$ cat src/rtl/nn_sched_pkg.sv
// -----------------------------------------------------------------------------
// nn_sched_pkg
// Shared definitions for the inference scheduler slice:
//   - sched_state_t : scheduler FSM states (IDLE / LOAD / WAIT / RESULT)
//   - count_width / timer_width : width helpers so that the beat counter can
//     hold NUM_INPUTS and the watchdog timer can hold TIMEOUT_CYCLES
//   - COUNT_W / TIMER_W : widths for the default parameterisation
// Optional feature macro used elsewhere in the slice: NN_SCHED_PERF_EN
// -----------------------------------------------------------------------------
package nn_sched_pkg;

    typedef enum logic [1:0] {
        IDLE   = 2'd0,
        LOAD   = 2'd1,
        WAIT   = 2'd2,
        RESULT = 2'd3
    } sched_state_t;

    localparam int DEFAULT_NUM_INPUTS     = 784;
    localparam int DEFAULT_TIMEOUT_CYCLES = 65535;

    // Enough bits to represent the value n itself (not just 0..n-1).
    function automatic int count_width(input int num_inputs);
        return $clog2(num_inputs + 1);
    endfunction

    function automatic int timer_width(input int timeout_cycles);
        return $clog2(timeout_cycles + 1);
    endfunction

    localparam int COUNT_W = $clog2(DEFAULT_NUM_INPUTS + 1);
    localparam int TIMER_W = $clog2(DEFAULT_TIMEOUT_CYCLES + 1);

endpackage

$ cat src/rtl/nn_infer_sched_if.sv
// -----------------------------------------------------------------------------
// nn_infer_sched_if
// Host-side bundle of the inference scheduler: the framed input stream
// (valid/ready with last) and the result port (valid/ready).
//   s_data/s_valid/s_last : input sample stream, driven by the host (master)
//   s_ready               : scheduler can accept a sample (driven by slave)
//   m_class/m_valid       : captured class result (driven by slave)
//   m_ready               : result consumer ready (driven by master)
// Modports:
//   master : the host / DMA side
//   slave  : the scheduler side
// -----------------------------------------------------------------------------
interface nn_infer_sched_if #(
    parameter int DATA_WIDTH  = 16,
    parameter int CLASS_WIDTH = 32
) ();

    logic [DATA_WIDTH-1:0]  s_data;
    logic                   s_valid;
    logic                   s_last;
    logic                   s_ready;
    logic [CLASS_WIDTH-1:0] m_class;
    logic                   m_valid;
    logic                   m_ready;

    modport master (
        output s_data, s_valid, s_last, m_ready,
        input  s_ready, m_class, m_valid
    );

    modport slave (
        input  s_data, s_valid, s_last, m_ready,
        output s_ready, m_class, m_valid
    );

endinterface

$ cat src/rtl/nn_sched_watchdog.sv
// -----------------------------------------------------------------------------
// nn_sched_watchdog
// Saturating watchdog timer for the scheduler WAIT state.
// Ports:
//   aclk, reset : clock, synchronous active-high reset
//   clear       : force the timer back to zero (used outside WAIT)
//   enable      : count one cycle
//   expired     : asserted in the cycle whose increment makes the timer
//                 reach TIMEOUT_CYCLES, i.e. the TIMEOUT_CYCLES-th enabled
//                 cycle after a clear
// -----------------------------------------------------------------------------
module nn_sched_watchdog
    import nn_sched_pkg::*;
#(
    parameter int TIMEOUT_CYCLES = 65535
) (
    input  logic aclk,
    input  logic reset,
    input  logic clear,
    input  logic enable,
    output logic expired
);

    localparam int TW = timer_width(TIMEOUT_CYCLES);
    localparam logic [TW-1:0] LIMIT = TW'(TIMEOUT_CYCLES);

    logic [TW-1:0] timer;

    // Timer saturates at LIMIT instead of wrapping, so a stalled enable
    // can never produce a second, spurious expiry.
    always_ff @(posedge aclk) begin
        if (reset || clear) begin
            timer <= '0;
        end else if (enable && (timer != LIMIT)) begin
            timer <= timer + TW'(1);
        end
    end

    // Expiry is flagged one cycle early so that the owner leaves WAIT on the
    // very edge at which the timer reaches LIMIT.
    assign expired = enable && (timer == (LIMIT - TW'(1)));

endmodule

$ cat src/rtl/nn_infer_sched.sv
// -----------------------------------------------------------------------------
// nn_infer_sched
// Inference scheduler owning one complete inference transaction: accepts
// exactly NUM_INPUTS samples from a valid/ready stream, forwards them to
// layer 1 as a valid-only stream (one cycle latency), waits for the
// max-finder result (guarded by a watchdog) and presents the class on a
// valid/ready result port.
// Ports:
//   aclk, reset           : clock, synchronous active-high reset
//   host (slave modport)  : s_data/s_valid/s_last/s_ready input stream,
//                           m_class/m_valid/m_ready result port
//   nn_data, nn_valid     : sample stream to layer 1
//   nn_result(_valid)     : max-finder output
//   busy                  : high whenever not IDLE
//   err_frame             : pulse, s_last misplaced on the previous beat
//   err_timeout           : pulse, watchdog expired while waiting
// Optional (macro NN_SCHED_PERF_EN):
//   perf_latency          : cycles from first accepted beat to result capture
//   perf_frames           : count of delivered results (wraps)
// -----------------------------------------------------------------------------
module nn_infer_sched
    import nn_sched_pkg::*;
#(
    parameter int DATA_WIDTH     = 16,
    parameter int NUM_INPUTS     = 784,
    parameter int CLASS_WIDTH    = 32,
    parameter int TIMEOUT_CYCLES = 65535
) (
    input  logic                   aclk,
    input  logic                   reset,
    nn_infer_sched_if.slave        host,
    output logic [DATA_WIDTH-1:0]  nn_data,
    output logic                   nn_valid,
    input  logic [CLASS_WIDTH-1:0] nn_result,
    input  logic                   nn_result_valid,
    output logic                   busy,
    output logic                   err_frame,
    output logic                   err_timeout
`ifdef NN_SCHED_PERF_EN
    ,
    output logic [31:0]            perf_latency,
    output logic [31:0]            perf_frames
`endif
);

    localparam int CW = count_width(NUM_INPUTS);
    localparam logic [CW-1:0] LAST_BEAT = CW'(NUM_INPUTS);

    sched_state_t           state;
    sched_state_t           state_next;
    logic [CW-1:0]          count;
    logic [CW-1:0]          count_next;
    logic [CW-1:0]          beat_num;
    logic                   is_final;
    logic [DATA_WIDTH-1:0]  nn_data_next;
    logic                   nn_valid_next;
    logic [CLASS_WIDTH-1:0] m_class_r;
    logic [CLASS_WIDTH-1:0] m_class_next;
    logic                   m_valid_r;
    logic                   m_valid_next;
    logic                   err_frame_next;
    logic                   err_timeout_next;
    logic                   accept;
    logic                   capture;
    logic                   deliver;
    logic                   expired;

    // Input is only open while a frame is being collected; the result slot
    // is single-entry, so RESULT keeps the stream closed as well.
    assign host.s_ready = (state == IDLE) || (state == LOAD);
    assign busy         = (state != IDLE);
    assign accept       = host.s_valid && host.s_ready;
    assign capture      = (state == WAIT) && nn_result_valid;
    assign deliver      = (state == RESULT) && m_valid_r && host.m_ready;
    assign host.m_class = m_class_r;
    assign host.m_valid = m_valid_r;

    nn_sched_watchdog #(
        .TIMEOUT_CYCLES (TIMEOUT_CYCLES)
    ) u_watchdog (
        .aclk    (aclk),
        .reset   (reset),
        .clear   (state != WAIT),
        .enable  (state == WAIT),
        .expired (expired)
    );

    // State and output registers. Everything visible to the outside is
    // registered so layer 1 sees a clean one-cycle-latency stream.
    always_ff @(posedge aclk) begin
        if (reset) begin
            state       <= IDLE;
            count       <= '0;
            nn_data     <= '0;
            nn_valid    <= 1'b0;
            m_class_r   <= '0;
            m_valid_r   <= 1'b0;
            err_frame   <= 1'b0;
            err_timeout <= 1'b0;
        end else begin
            state       <= state_next;
            count       <= count_next;
            nn_data     <= nn_data_next;
            nn_valid    <= nn_valid_next;
            m_class_r   <= m_class_next;
            m_valid_r   <= m_valid_next;
            err_frame   <= err_frame_next;
            err_timeout <= err_timeout_next;
        end
    end

    // Next-state and next-output logic. Only the beat count decides when the
    // frame ends; s_last is checked against it purely for error reporting.
    always_comb begin
        state_next       = state;
        count_next       = count;
        nn_data_next     = nn_data;
        nn_valid_next    = 1'b0;
        m_class_next     = m_class_r;
        m_valid_next     = m_valid_r;
        err_frame_next   = 1'b0;
        err_timeout_next = 1'b0;

        beat_num = (state == IDLE) ? CW'(1) : (count + CW'(1));
        is_final = (beat_num == LAST_BEAT);

        if (accept) begin
            nn_data_next   = host.s_data;
            nn_valid_next  = 1'b1;
            count_next     = beat_num;
            err_frame_next = (host.s_last != is_final);
        end

        case (state)
            IDLE, LOAD: begin
                if (accept) begin
                    state_next = is_final ? WAIT : LOAD;
                end
            end
            WAIT: begin
                // A result arriving in the expiry cycle still wins.
                if (nn_result_valid) begin
                    m_class_next = nn_result;
                    m_valid_next = 1'b1;
                    count_next   = '0;
                    state_next   = RESULT;
                end else if (expired) begin
                    err_timeout_next = 1'b1;
                    count_next       = '0;
                    state_next       = IDLE;
                end
            end
            RESULT: begin
                if (m_valid_r && host.m_ready) begin
                    m_valid_next = 1'b0;
                    state_next   = IDLE;
                end
            end
            default: begin
                state_next = IDLE;
            end
        endcase
    end

`ifdef NN_SCHED_PERF_EN
    logic [31:0] lat_run;

    // lat_run is set to 1 on the first accepted beat and counts every later
    // busy cycle, so at the capture edge it equals the edge distance from the
    // first accept. A timed-out transaction never reaches the capture branch.
    always_ff @(posedge aclk) begin
        if (reset) begin
            lat_run      <= '0;
            perf_latency <= '0;
            perf_frames  <= '0;
        end else begin
            if (accept && (state == IDLE)) begin
                lat_run <= 32'd1;
            end else if (busy) begin
                lat_run <= lat_run + 32'd1;
            end
            if (capture) begin
                perf_latency <= lat_run;
            end
            if (deliver) begin
                perf_frames <= perf_frames + 32'd1;
            end
        end
    end
`else
    // Without performance counters the capture/deliver strobes only feed
    // the FSM; keep them referenced so the default build stays tidy.
    logic unused_strobes;
    assign unused_strobes = capture ^ deliver;
`endif

endmodule

$ cat src/flat_wrapper.sv
// flat-port wrapper written by rule: the top's interface ports become plain ports
module nn_infer_sched_flat import nn_sched_pkg::*;
#(
    parameter int DATA_WIDTH     = 16,
    parameter int NUM_INPUTS     = 784,
    parameter int CLASS_WIDTH    = 32,
    parameter int TIMEOUT_CYCLES = 65535
)
  (aclk, reset, nn_data, nn_valid, nn_result, nn_result_valid, busy, err_frame, err_timeout, host_s_data, host_s_valid, host_s_last, host_m_ready, host_s_ready, host_m_class, host_m_valid);
  nn_infer_sched_if #(.DATA_WIDTH(DATA_WIDTH), .CLASS_WIDTH(CLASS_WIDTH)) host_i ();
  input  logic aclk;
  input  logic reset;
  output logic [DATA_WIDTH-1:0] nn_data;
  output logic nn_valid;
  input  logic [CLASS_WIDTH-1:0] nn_result;
  input  logic nn_result_valid;
  output logic busy;
  output logic err_frame;
  output logic err_timeout;
  input wire logic [$bits(host_i.s_data)-1:0] host_s_data;
  input wire logic [$bits(host_i.s_valid)-1:0] host_s_valid;
  input wire logic [$bits(host_i.s_last)-1:0] host_s_last;
  input wire logic [$bits(host_i.m_ready)-1:0] host_m_ready;
  output wire logic [$bits(host_i.s_ready)-1:0] host_s_ready;
  output wire logic [$bits(host_i.m_class)-1:0] host_m_class;
  output wire logic [$bits(host_i.m_valid)-1:0] host_m_valid;
  assign host_i.s_data = host_s_data;
  assign host_i.s_valid = host_s_valid;
  assign host_i.s_last = host_s_last;
  assign host_i.m_ready = host_m_ready;
  assign host_s_ready = host_i.s_ready;
  assign host_m_class = host_i.m_class;
  assign host_m_valid = host_i.m_valid;
  nn_infer_sched #(.DATA_WIDTH(DATA_WIDTH), .NUM_INPUTS(NUM_INPUTS), .CLASS_WIDTH(CLASS_WIDTH), .TIMEOUT_CYCLES(TIMEOUT_CYCLES)) u_core (.aclk(aclk), .reset(reset), .host(host_i), .nn_data(nn_data), .nn_valid(nn_valid), .nn_result(nn_result), .nn_result_valid(nn_result_valid), .busy(busy), .err_frame(err_frame), .err_timeout(err_timeout));
endmodule
$ cat config.mk
export PLATFORM = sky130hd
export DESIGN_NAME = nn_infer_sched_flat
export DESIGN_NICKNAME = d
export VERILOG_FILES = /design/src/rtl/nn_sched_pkg.sv /design/src/rtl/nn_infer_sched_if.sv /design/src/rtl/nn_sched_watchdog.sv /design/src/rtl/nn_infer_sched.sv /design/src/flat_wrapper.sv
export SDC_FILE = /design/constraint.sdc
export NUM_CORES = 1
export LEC_CHECK = 0
export ABC_AREA = 1
export BUFFER_PORTS_ARGS = -buffer_cell sky130_fd_sc_hd__clkbuf_2
export CAP_MARGIN = 30
export CORE_ASPECT_RATIO = 0.8
export CORE_MARGIN = 2
export CORE_UTILIZATION = 46
export DETAILED_ROUTE_END_ITERATION = 12
export GPL_TIMING_DRIVEN = 1
export PLACE_DENSITY = 0.8
export SETUP_SLACK_MARGIN = 0.2
export SKIP_CTS_REPAIR_TIMING = 1
export SLEW_MARGIN = 25
export SYNTH_ARGS = -nofsm -noshare
export SYNTH_HDL_FRONTEND = slang
export SYNTH_SLANG_ARGS = --single-unit
export TNS_END_PERCENT = 10
$ cat constraint.sdc
create_clock -name aclk -period 1.4 [get_ports aclk]
set_input_delay 0.14 -clock aclk [delete_from_list [all_inputs] [get_ports aclk]]
set_output_delay 0.14 -clock aclk [all_outputs]
set_load 0.02 [all_outputs]
# --- Word-level counts from Yosys, hierarchy flattened ---
# Cells that the tools add are included.
totals:
  ff_bits: 80
  latchBits: 0
  ramBits: 0
  mem_bits_ro: 0
  inputBits: 54
  out_inout_bits: 54
  elab_cells: 56
  mem_count: 0
classes:
  add_sub_neg: 2
  n_mul: 0
  n_div: 0
  magnitude_cmp: 0
  eq_ne: 12
  n_shift: 0
  muxes: 16
  n_bitwise: 2
  n_reduce_logical: 15
op_table:
  columns: ["operator", "n"]
  rows:
  - ["$mux 10", 5]
  - ["$add 16x1->16 const B", 1]
  - ["$eq 16x16->1 const B", 1]
  - ["$ne 16x16->1 const B", 1]
  - ["$add 10x1->10 const B", 1]
  - ["$eq 10x10->1 const B", 1]
  - ["$mux 2", 5]
  - ["$ne 2x2->1 const B", 3]
  - ["$pmux 2 s3", 1]
  - ["$reduce_and 3->1", 2]
  - ["$eq 2x2->1 const B", 2]
  - ["$logic_and 1x1->1", 4]
  - ["$mux 1", 4]
  - ["$reduce_bool 2->1", 2]
  - ["$reduce_or 2->1", 2]
  - ["$ne 3x2->1 const B", 1]
  - ["$reduce_or 3->1", 1]
  - ["$eq 2x1->1 const B", 1]
  - ["$logic_not 2->1", 1]
  - ["$logic_or 1x1->1", 2]
  - ["$ne 2x1->1 const B", 1]
  - ["$not 1->1", 2]
  - ["$pmux 1 s2", 1]
  - ["$reduce_and 2->1", 1]
  - ["$ne 1x1->1", 1]

# --- Logic depth before layout (Yosys ltp) ---
logic_depth:
  depth_word: 7
  ltp_mapped: 13
  depth_no_buf: 13

# --- Hierarchy ---
# A second synthesis with hierarchy kept.
unflattened:
  hier_cells: 503
  hier_area_um2: 3603.5
by_module_without_submodules:
  columns: ["module", "instances", "cells_per_inst", "area_per_inst_um2", "seq_area_each_um2"]
  rows:
  - ["nn_infer_sched", 1, 345, 2572.5, 1281.2]
  - ["nn_sched_watchdog", 1, 158, 1031.0, 320.3]

# --- Least setup slack after synthesis ---
# Ideal clock, no wire load.
synth_path:
  kind: "register -> register"
  start: "register u_core.u_watchdog.timer[0]"
  end: "register u_core.u_watchdog.timer[11]"
  setup_time_ns: 0.132
  arrival_ns: 1.385
  required_time_ns: 1.268
  path_slack_ns: -0.118
  path_stages_with_launch: 12
  path_buffers: 1
  synth_period_minus_slack_ns: 1.518
  path_cell_list: "dfxtp_1 -> ha_1 -> inv_1 -> nor2_2 -> inv_1 -> nor2_1 -> nand2_1 -> nand2_2 -> inv_2 -> buf_2 -> nand2_1 -> a21oi_1"
synth_between:
  elab_chain_len: 2
  elab_cells_between_ends: 3
  cone_classes: "add/sub (1); eq/ne (1); reduce/logical (1)"
synth_rtl:
  columns: ["element", "line", "source"]
  rows:
  - ["start: declaration", "nn_sched_watchdog.sv:27", "logic [TW-1:0] timer;"]
  - ["start signal: assignment", "nn_sched_watchdog.sv:35", "timer <= timer + TW'(1);"]
  - ["parallel branches: the longest is 2 deep, another holds $add 16x1->16", null, null]
# Parallel ways; which one is timed is not known.
# A chain may end at the register's enable or synchronous reset.

# --- Worst setup path after layout ---
layout_path:
  start: "register u_core.u_watchdog.timer[0]"
  end: "register u_core.u_watchdog.timer[5]"
# Same word-level chain as after synthesis.

==> impl_metrics.json <==
{
  "drtIter0Drc": 191,
  "hold_violations": 0,
  "cts_tree": "done",
  "crit_family": "simple AND/OR/NAND/NOR gates",
  "arrival_ns": 1.75,
  "power_mw": 5.02,
  "setup_violations": 28,
  "drt_first_pass_iters": 5,
  "synth.most_common_cell": "nand2_1",
  "die_y_um": 81.1,
  "worst_pin_slew_ns": 0.434,
  "worstSetupPathType": "reg2reg",
  "grt_pass1_wl_um": 13700,
  "fmax_ghz": 0.663,
  "synth_top_cell_by_area": "dfxtp_1",
  "final.min_clock_period_ns": 1.51,
  "min_path_type": "in2reg",
  "htree_levels": 3,
  "seq_area_sq_mm": 0.00163,
  "synth.avg_cell_area_sq_um": 7.09,
  "clkLatencyLatePin_ns": 0.35,
  "synthesis.area_sq_mm": 0.00342,
  "cp-end-kind": "flop",
  "finalCritPeriodShare": 1.08,
  "slew_headroom": 0.710,
  "violations": "negative setup slack",
  "place.gp.congestion": 0.981,
  "antenna_found_initial": 0,
  "crit_required_ns": 1.64,
  "fin_ws_ns": -0.108,
  "start_util": 0.469,
  "grt_start_max_net_pins": 33,
  "drc": 0,
  "powerDensity_mw_per_mm2": 1040,
  "area_growth_pct": 40.6,
  "fp-row-count": 28,
  "clk_pin_slew_ns": 0.09,
  "clock-root-buffer": "clkbuf_8",
  "drive_gt1_frac": 0.367,
  "dp_slack_ns": -0.0866,
  "track_usage": 0.208,
  "fin_util": 0.659,
  "n_antenna_cell": 0,
  "synth_cell_types": 27,
  "die_w_um": 100,
  "io_buffers": 107,
  "crit_path_start_kind": "flop",
  "crit_path_max_incr_delay_ns": 0.40,
  "core_sq_mm": 0.00729,
  "antenna_left": 0,
  "numCtsBuffers": 9,
  "dp_hpwl_um": 6170,
  "wl_per_cell_um": 12.5,
  "yosysTopAreaCellShare": 0.469,
  "vias_per_cell": 5.08,
  "yosys_most_used_dff": "dfxtp_1",
  "cp.buffers_inverters": 3,
  "place_inst": 703,
  "synth_area_leaders": "dfxtp_1 (47%), nand2_1 (14%), a21oi_1 (8.3%)",
  "whs_ns": 0.00755,
  "netlist_top_cells_count": "nand2_1 (129), dfxtp_1 (80), nor2_1 (59)",
  "drt-total-wl_um": 9070,
  "multi_input_area_sq_mm": 0.00173,
  "synth-seq-area-share": 0.469,
  "ff2ff_setup_slack_ns": -0.11,
  "cts_buffer_depth": 2,
  "status": "complete, but fails checks",
  "netlist_instances": 482,
  "fillCellCount": 600,
  "die-area_sq_mm": 0.00814,
  "ys.warnings.count": 0,
  "skew_ns": 0.0172,
  "fin_nets": 687,
  "p_leak_nw": 2.04,
  "overflow": 0,
  "cts.sinks": 80,
  "yosys_register_bits": 80,
  "async_flop_share": 0,
  "slew_viol_final": 0,
  "cp_cell_sequence": "ha_4 -> inv_2 -> nor2_4 -> inv_2 -> nor2_4 -> nand2_2 -> nand2_4 -> clkinv_4 -> nand2_2 -> nor2_1 -> nand2_1 -> a21oi_1",
  "worstPathMaxFanout": 6,
  "vias": 3683,
  "vdd_drop_max_v": 0.00114,
  "first_global_vias": 3164,
  "maxCapViolCount": 0,
  "num_io_pins": 108,
  "rsz0062_at_grt": "true",
  "syn-num-nets": 539,
  "crit_slowest_cell": "dfxtp_4",
  "synth_edf_count": 0,
  "final_cell_count_no_fill": 725
}
==> path summary, 6_finish.rpt <==
check | to | cells past startpoint | from
max | u_core.u_watchdog.timer[5] | 12 | u_core.u_watchdog.timer[0]
min | u_core.host.m_class[12] | 3 | nn_result[12]
min reg2reg | u_core.host.m_class[18] | 2 | u_core.host.m_class[18]
max reg2reg | u_core.u_watchdog.timer[5] | 12 | u_core.u_watchdog.timer[0]
==> metrics by stage <==
stage	instance area (sq um)	setup TNS [ns]
4_1_cts	4580	-1.56
6_report	4800	-1.76
2_1_floorplan	3490	0
5_1_grt	4800	-4.67
3_3_place_gp	4370	-0.0770
3_5_place_dp	4370	-0.875
==> cells by family after synthesis <==
group,synth area share
AO/OA/AOI/OAI,0.142
XOR/XNOR,0.0205
AND/OR/NAND/NOR,0.287
adder cells (fa/ha/maj),0.0110
flip-flops,0.469
buffers and inverters,0.0703
==> state kept, by name, indices dropped and copies added, names as in the netlist <==
signal / flops
u_core.host.m_class: 32
u_core.nn_data: 16
u_core.u_watchdog.timer: 16
u_core.count: 10
u_core.state: 2
u_core.err_frame: 1
u_core.err_timeout: 1
u_core.host.m_valid: 1
u_core.nn_valid: 1
==> worst min-delay path, delay by kind of cell <==
family                 cells  cell delay, ns
buffers and inverters      1            0.08
AND/OR/NAND/NOR            1            0.05
AO/OA/AOI/OAI              1            0.05
==> cell type report <==
type	count	area share
repair inverters	1	0.00104
clock inverters	5	0.0128
repair buffers	155	0.196
well taps	90	0.0234
clock buffers	11	0.0318
flip-flops and latches	80	0.339
multi-input cells	342	0.360
inverters	41	0.0357
==> power by group <==
part / switching (mW) / internal, mW / total [mW] / leakage, nW
logic: 0.458 / 0.312 / 0.770 / 1.27
clock network: 0.846 / 0.943 / 1.79 / 0.106
registers: 0.0832 / 2.38 / 2.46 / 0.658
total: 1.39 / 3.63 / 5.02 / 2.04
==> placed cells by master (no fill, tap or decap), types with 3 or more instances in the layout <==
cell and instances:
nor2_2 9, a21oi_1 48, buf_8 3, nor2_4 5, ha_4 3, xor2_1 3, buf_6 4, inv_4 4
inv_1 31, dfxtp_1 68, inv_2 5, buf_4 39, nand2_1 123, clkbuf_2 106, nand3_1 24, nor3_1 5
nand2_2 9, dfxtp_2 8, o21ai_0 26, nor2_1 51, nand3_2 5, o21ai_1 8, dfxtp_4 4, xnor2_1 5
clkinv_4 3, clkbuf_8 9, dlygate4sd3_1 3, a21oi_2 9
==> metal layers <==
layer,vias to the layer above,global-route usage,share of wire
li1,1847,-,-
met1,1689,0.268,0.44
met2,127,0.330,0.48
met3,20,0.0628,0.063
met4,0,0.0767,0.023
met5,-,0,0
No activity file was read; power rests on OpenSTA's default activity.
